--- src/rtl/cv32e40s_data_obi_tracker.sv ---
`default_nettype none
// ============================================================================
//  Module   : cv32e40s_data_obi_tracker
//  Brief    : Data-side OBI tracker between the LSU trans_*/resp_* handshake
//             and the external OBI data port. Holds the A-channel stable while
//             a request waits for grant, caps the number of outstanding
//             transactions, generates achk/reqpar, and checks rchk, gntpar and
//             rvalidpar.
//  Option   : CV32E40S_OBI_INTEGRITY_EN enables the rchk, gntpar and
//             rvalidpar checks. Without it only rvalid-with-nothing-outstanding
//             raises protocol_err_o. achk/reqpar generation is unconditional.
//  Revision : 1.0 - initial release
// ============================================================================

package cv32e40s_data_obi_tracker_pkg;

    typedef struct packed {
        logic [31:0] addr;
        logic        we;
        logic [3:0]  be;
        logic [31:0] wdata;
        logic [2:0]  prot;
        logic [1:0]  memtype;
        logic        dbg;
    } obi_data_req_t;

    typedef struct packed {
        logic [31:0] rdata;
        logic        err;
        logic        integrity_err;
    } obi_data_resp_t;

endpackage

module cv32e40s_data_obi_tracker
    import cv32e40s_data_obi_tracker_pkg::*;
#(
    parameter int MAX_OUTSTANDING = 2,
    parameter int CNT_W           = $clog2(MAX_OUTSTANDING + 1)
) (
    input  logic                 clk,
    input  logic                 rst_n,

    input  logic                 trans_valid_i,
    output logic                 trans_ready_o,
    input  obi_data_req_t        trans_i,

    output logic                 resp_valid_o,
    output obi_data_resp_t       resp_o,

    output logic                 obi_req_o,
    output logic                 obi_reqpar_o,
    input  logic                 obi_gnt_i,
    input  logic                 obi_gntpar_i,
    output logic [31:0]          obi_addr_o,
    output logic                 obi_we_o,
    output logic [3:0]           obi_be_o,
    output logic [31:0]          obi_wdata_o,
    output logic [2:0]           obi_prot_o,
    output logic [1:0]           obi_memtype_o,
    output logic                 obi_dbg_o,
    output logic [11:0]          obi_achk_o,
    input  logic                 obi_rvalid_i,
    input  logic                 obi_rvalidpar_i,
    input  logic [31:0]          obi_rdata_i,
    input  logic                 obi_err_i,
    input  logic [4:0]           obi_rchk_i,

    output logic [CNT_W-1:0]     outstanding_o,
    output logic                 protocol_err_o
);

    localparam logic [CNT_W-1:0] c_MAX_CNT = CNT_W'(MAX_OUTSTANDING);
    localparam logic [CNT_W-1:0] c_ONE     = CNT_W'(1);

    typedef enum logic [0:0] {
        IDLE     = 1'b0,
        WAIT_GNT = 1'b1
    } state_t;

    state_t             r_state;
    logic [CNT_W-1:0]   r_count;
    obi_data_req_t      r_hold;
    logic               r_protocol_err;

    logic               w_ready;
    logic               w_req;
    obi_data_req_t      w_a;
    logic               w_rvalid;
    logic               w_inc;
    logic               w_dec;
    logic               w_rvalid_zero;
    logic               w_integrity_err;
    logic               w_err_evt;

    // Handshake and A-channel selection. Outputs are gated by rst_n so the
    // port is quiet for the whole reset interval, not only after the edge.
    always_comb begin
        w_ready  = rst_n & (r_state == IDLE) & (r_count < c_MAX_CNT);
        w_req    = rst_n & ((r_state == WAIT_GNT) | (trans_valid_i & w_ready));
        w_a      = (r_state == WAIT_GNT) ? r_hold : trans_i;
        w_rvalid = rst_n & obi_rvalid_i;
    end

    // Counter events; a stray rvalid with nothing outstanding does not
    // decrement so the counter cannot wrap.
    always_comb begin
        w_inc         = w_req & obi_gnt_i;
        w_rvalid_zero = w_rvalid & (r_count == '0);
        w_dec         = w_rvalid & (r_count != '0);
    end

`ifdef CV32E40S_OBI_INTEGRITY_EN
    logic [4:0] w_rchk_exp;

    // Expected R-channel check bits and the resulting error events.
    always_comb begin
        w_rchk_exp      = {~^obi_err_i,
                           ~^obi_rdata_i[31:24], ~^obi_rdata_i[23:16],
                           ~^obi_rdata_i[15:8],  ~^obi_rdata_i[7:0]};
        w_integrity_err = w_rvalid & (obi_rchk_i != w_rchk_exp);
        w_err_evt       = (obi_gntpar_i == obi_gnt_i)
                        | (obi_rvalidpar_i == obi_rvalid_i)
                        | w_rvalid_zero
                        | w_integrity_err;
    end
`else
    logic w_unused_integrity;

    // Integrity checking is compiled out; only the count underflow is flagged.
    always_comb begin
        w_integrity_err    = 1'b0;
        w_err_evt          = w_rvalid_zero;
        w_unused_integrity = ^{obi_rchk_i, obi_gntpar_i, obi_rvalidpar_i};
    end
`endif

    // Output assembly: A-channel payload, check bits and the 0-latency response.
    always_comb begin
        trans_ready_o = w_ready;
        obi_req_o     = w_req;
        obi_reqpar_o  = ~w_req;
        obi_addr_o    = w_a.addr;
        obi_we_o      = w_a.we;
        obi_be_o      = w_a.be;
        obi_wdata_o   = w_a.wdata;
        obi_prot_o    = w_a.prot;
        obi_memtype_o = w_a.memtype;
        obi_dbg_o     = w_a.dbg;
        obi_achk_o    = {~^w_a.wdata[31:24], ~^w_a.wdata[23:16],
                         ~^w_a.wdata[15:8],  ~^w_a.wdata[7:0],
                         ~^6'b0,
                         ~^w_a.dbg,
                         ~^{w_a.be, w_a.we},
                         ~^{w_a.prot, w_a.memtype},
                         ~^w_a.addr[31:24],  ~^w_a.addr[23:16],
                         ~^w_a.addr[15:8],   ~^w_a.addr[7:0]};

        resp_valid_o         = w_rvalid;
        resp_o.rdata         = obi_rdata_i;
        resp_o.err           = obi_err_i;
        resp_o.integrity_err = w_integrity_err;

        outstanding_o  = r_count;
        protocol_err_o = r_protocol_err;
    end

    // Request FSM: park the payload in the holding register until granted.
    always_ff @(posedge clk or negedge rst_n) begin
        if (!rst_n) begin
            r_state <= IDLE;
            r_hold  <= '0;
        end else begin
            case (r_state)
                IDLE: begin
                    if (w_req && !obi_gnt_i) begin
                        r_hold  <= trans_i;
                        r_state <= WAIT_GNT;
                    end
                end
                WAIT_GNT: begin
                    if (obi_gnt_i) begin
                        r_state <= IDLE;
                    end
                end
                default: r_state <= IDLE;
            endcase
        end
    end

    // Outstanding transaction counter; simultaneous grant and rvalid cancel.
    always_ff @(posedge clk or negedge rst_n) begin
        if (!rst_n) begin
            r_count <= '0;
        end else if (w_inc && !w_dec) begin
            r_count <= r_count + c_ONE;
        end else if (w_dec && !w_inc) begin
            r_count <= r_count - c_ONE;
        end
    end

    // Sticky protocol/integrity error flag, cleared only by reset.
    always_ff @(posedge clk or negedge rst_n) begin
        if (!rst_n) begin
            r_protocol_err <= 1'b0;
        end else if (w_err_evt) begin
            r_protocol_err <= 1'b1;
        end
    end

endmodule

`default_nettype wire

--- config.mk ---
export PLATFORM = sky130hd
export DESIGN_NAME = cv32e40s_data_obi_tracker
export DESIGN_NICKNAME = d
export VERILOG_FILES = /design/src/rtl/cv32e40s_data_obi_tracker.sv
export SDC_FILE = /design/constraint.sdc
export NUM_CORES = 1
export LEC_CHECK = 0
export BUFFER_PORTS_ARGS = -buffer_cell sky130_fd_sc_hd__buf_2
export CAP_MARGIN = 10
export CORE_MARGIN = 2
export CORE_UTILIZATION = 48
export DETAILED_ROUTE_END_ITERATION = 16
export HOLD_SLACK_MARGIN = 0.1
export PLACE_DENSITY = 0.83
export SKIP_LAST_GASP = 1
export SLEW_MARGIN = 40
export SYNTH_ARGS = -nofsm -noshare
export SYNTH_HDL_FRONTEND = slang
export SYNTH_SLANG_ARGS = --single-unit
--- constraint.sdc ---
create_clock -name clk -period 2 [get_ports clk]
set_input_delay 0.3 -clock clk [delete_from_list [all_inputs] [get_ports clk]]
set_output_delay 0.3 -clock clk [all_outputs]
set_load 0.05 [all_outputs]
==> impl_metrics.yaml <==
detailed_routing:
  wl_um: 13100
  detail-route-antenna-nets: 0
  avgRoutedWirePerCell_um: 18.4
  first_pass_iters: 4
  via_per_inst: 5.17
  drc: 0
  vias: 3688
  drtIter0Drc: 139
sta:
  fin_crit_ns: 2.50
  max_slew_margin_pct: 59.7
  finalSetupViolCount: 39
  tightest_slew_ns: 0.605
  rsz0062_at_grt: "true"
  finalHoldViolations: 0
  max_freq_mhz: 400
  timing.final.ws_setup_ns: -0.499
  min_period_over_period_pct: 125
  drv_slew: 0
  clock_skew_ns: 0.0101
global_route:
  first_global_vias: 3788
  grt_overflow: 0
  grt_max_degree: 47
  gr-usage-all-layers_pct: 19.9
  antenna_found_initial: 0
  grt_pass1_wl_um: 18500
worst_setup_path:
  crit_path_max_incr_delay_ns: 0.54
  crit_arrival_ns: 2.20
  r2r_slack_ns: -0.12
  path_max_fanout: 11
  regToRegStartpoint: "r_state"
  cp-end-kind: "output pin"
  worst-path-buf-inv: 3
  start_kind: "register"
  rr_worst_depth: 11
  required_ns: 1.70
  critPathSlowestCell: "dfrtp_4"
  path_cells: "buf_4 -> buf_12 -> mux2_4 -> xor2_2 -> xnor3_2 -> buf_8"
  path_class: "register to output pin"
  critical_path.top_delay_family: "flip-flops"
  r2r_end: "outstanding_o[1]"
die:
  die-area_um2: 12000
  die_y_um: 109
  dieWidth_um: 109
  start_util_pct: 49.1
  ioPinCount: 248
  core_area_um2: 10800
  row_count: 38
placement:
  dp_hpwl_um: 8040
  postPlaceCellArea_um2: 6220
  io_buffer_count: 172
  finalWeightedCongestion: 0.801
  placedCellCount: 674
clock_tree:
  clk_pin_slew_worst_paths_ns: 0.08
  clock_path_buffers: 2
  clockRootBuffer: "clkbuf_8"
  cts-htree-levels: 3
  cts.sinks: 79
  cts_buffers: 9
  cts_tree: "yes"
  clock_latency_ns: 0.34
pwr:
  p_leak_uw: 0.00357
  ir_worst_vdd_mv: 1.17
  power.density_nw_per_um2: 1440
synthesis:
  yosysWarnings: 0
  synth_top_area_share_pct: 37.1
  netlist_area_um2: 5330
  avgSynthCellArea_um2: 13.6
  netlist_top_cells_area: "dfrtp_1 37%, mux2_2 21%, mux2_4 14%"
  synth_ff_type: "dfrtp_1"
  ys_seq_elements: 79
  syn-num-nets: 512
  synth_common_cells: "99 x mux2_2, 79 x dfrtp_1, 50 x mux2_4"
  synthCells: 391
  synth-seq-area-share_pct: 37.1
  async_reset_ff_share_pct: 100
  synth_most_common_cell: "mux2_2"
  synth-edff-count: 0
  synth.distinct_cells: 21
  yosysTopAreaCell: "dfrtp_1"
layout:
  syn_to_final_growth_pct: 36.8
  fin_cells: 713
  fillers: 745
  final_util_pct: 67.2
  multi_input_area_um2: 3090
  finish.instance_area_um2: 7290
  final_nets: 690
  antenna_cells: 0
  drive_above_1_share_pct: 72.1
  seq_area_um2: 1980
run_status:
  status: "finished with violations"
  violations: "negative setup slack"
hold_path:
  min_to: "r_state"
  worstHoldStart: "obi_gnt_i"
  hold_depth: 2
  worst_hold_path_type: "primary input to register"
run:
  drv_cap: 0
layout make-up:
cell class	count	share of cell area [%]
multi-input cells	255	42.4
flip-flops and latches	79	27.2
repair buffers	221	25.6
well taps	140	2.40
clock buffers	14	2.09
inverters	3	0.206
clock inverters	1	0.0687
registers in the layout (all words and copies together) (netlist names):
name	count
outstanding_o	2
protocol_err_o	1
r_hold	75
r_state	1
where the power goes:
part	total (uW)	switching (uW)	internal [uW]
clock	1040	564	480
combinational	6470	3320	3160
sequential	3000	613	2390
routing by layer:
layer	share of wire [%]	vias up	track usage, %
met5	0	-	0
met4	1.8	0	7.14
met3	4.8	22	4.27
met2	55	134	34.8
met1	39	1863	24.1
li1	-	1669	-
how the worst max path moves through the flow:
stage,from,endpoint,slack [ns],cells past startpoint
detailed placement,r_state,obi_achk_o[2],-0.17,6
floorplan,outstanding_o[1],outstanding_o[1],-0.24,8
global route,r_state,obi_achk_o[5],-0.58,6
global placement,r_state,obi_achk_o[8],-0.14,5
finish,r_state,obi_achk_o[0],-0.50,6
CTS,r_state,obi_achk_o[2],-0.53,6
what timing repair did:
| item | 4_1_cts | 5_1_grt |
|---|---|---|
| cloned | 3 | 6 |
| endpoints found under the hold margin | 33 | 0 |
| gates resized for setup | 89 | 115 |
| hold buffers | 1 | 0 |
| pin swaps | 2 | 7 |
| buffers inserted | 6 | 10 |
| setup endpoints to repair | 55 | 116 |
cells in the final DEF, fill, tap and decap left out, drive strengths merged, types with 2 or more instances in the layout:
master and count:
and2 2, buf 217, clkbuf 17, conb 2, dfrtp 79, inv 2
mux2 149, mux2i 17, nor2 4, o21ai 2, xnor2 26, xnor3 10
xor2 37
per-stage QoR:
step           hold slack (ns)  setup TNS [ns]  power (uW)  setup WS [ns]
2_1_floorplan          0.00441           -1.09        7600         -0.238
3_3_place_gp             0.433           -1.01        8330         -0.138
3_5_place_dp             0.443           -1.31        8500         -0.169
4_1_cts                  0.122           -8.32       10100         -0.534
5_1_grt                  0.135          -13.04       11000         -0.583
6_report                 0.149           -7.41       10500         -0.499
cell families (layout without fill, tap and decap cells):
group / Yosys count / after routing / share of synthesized area, %
and+or+nand+nor: 9 / 9 / 0.893
muxes: 166 / 166 / 38.2
buffers and inverters: 57 / 239 / 8.34
AOI/OAI and AO/OA: 4 / 4 / 0.447
other: 2 / 2 / 0.141
adders and majority gates: 1 / 1 / 0.235
DFF: 79 / 79 / 37.1
xor gates and xnor gates: 73 / 73 / 14.6
No activity file was read; power rests on OpenSTA's default activity.
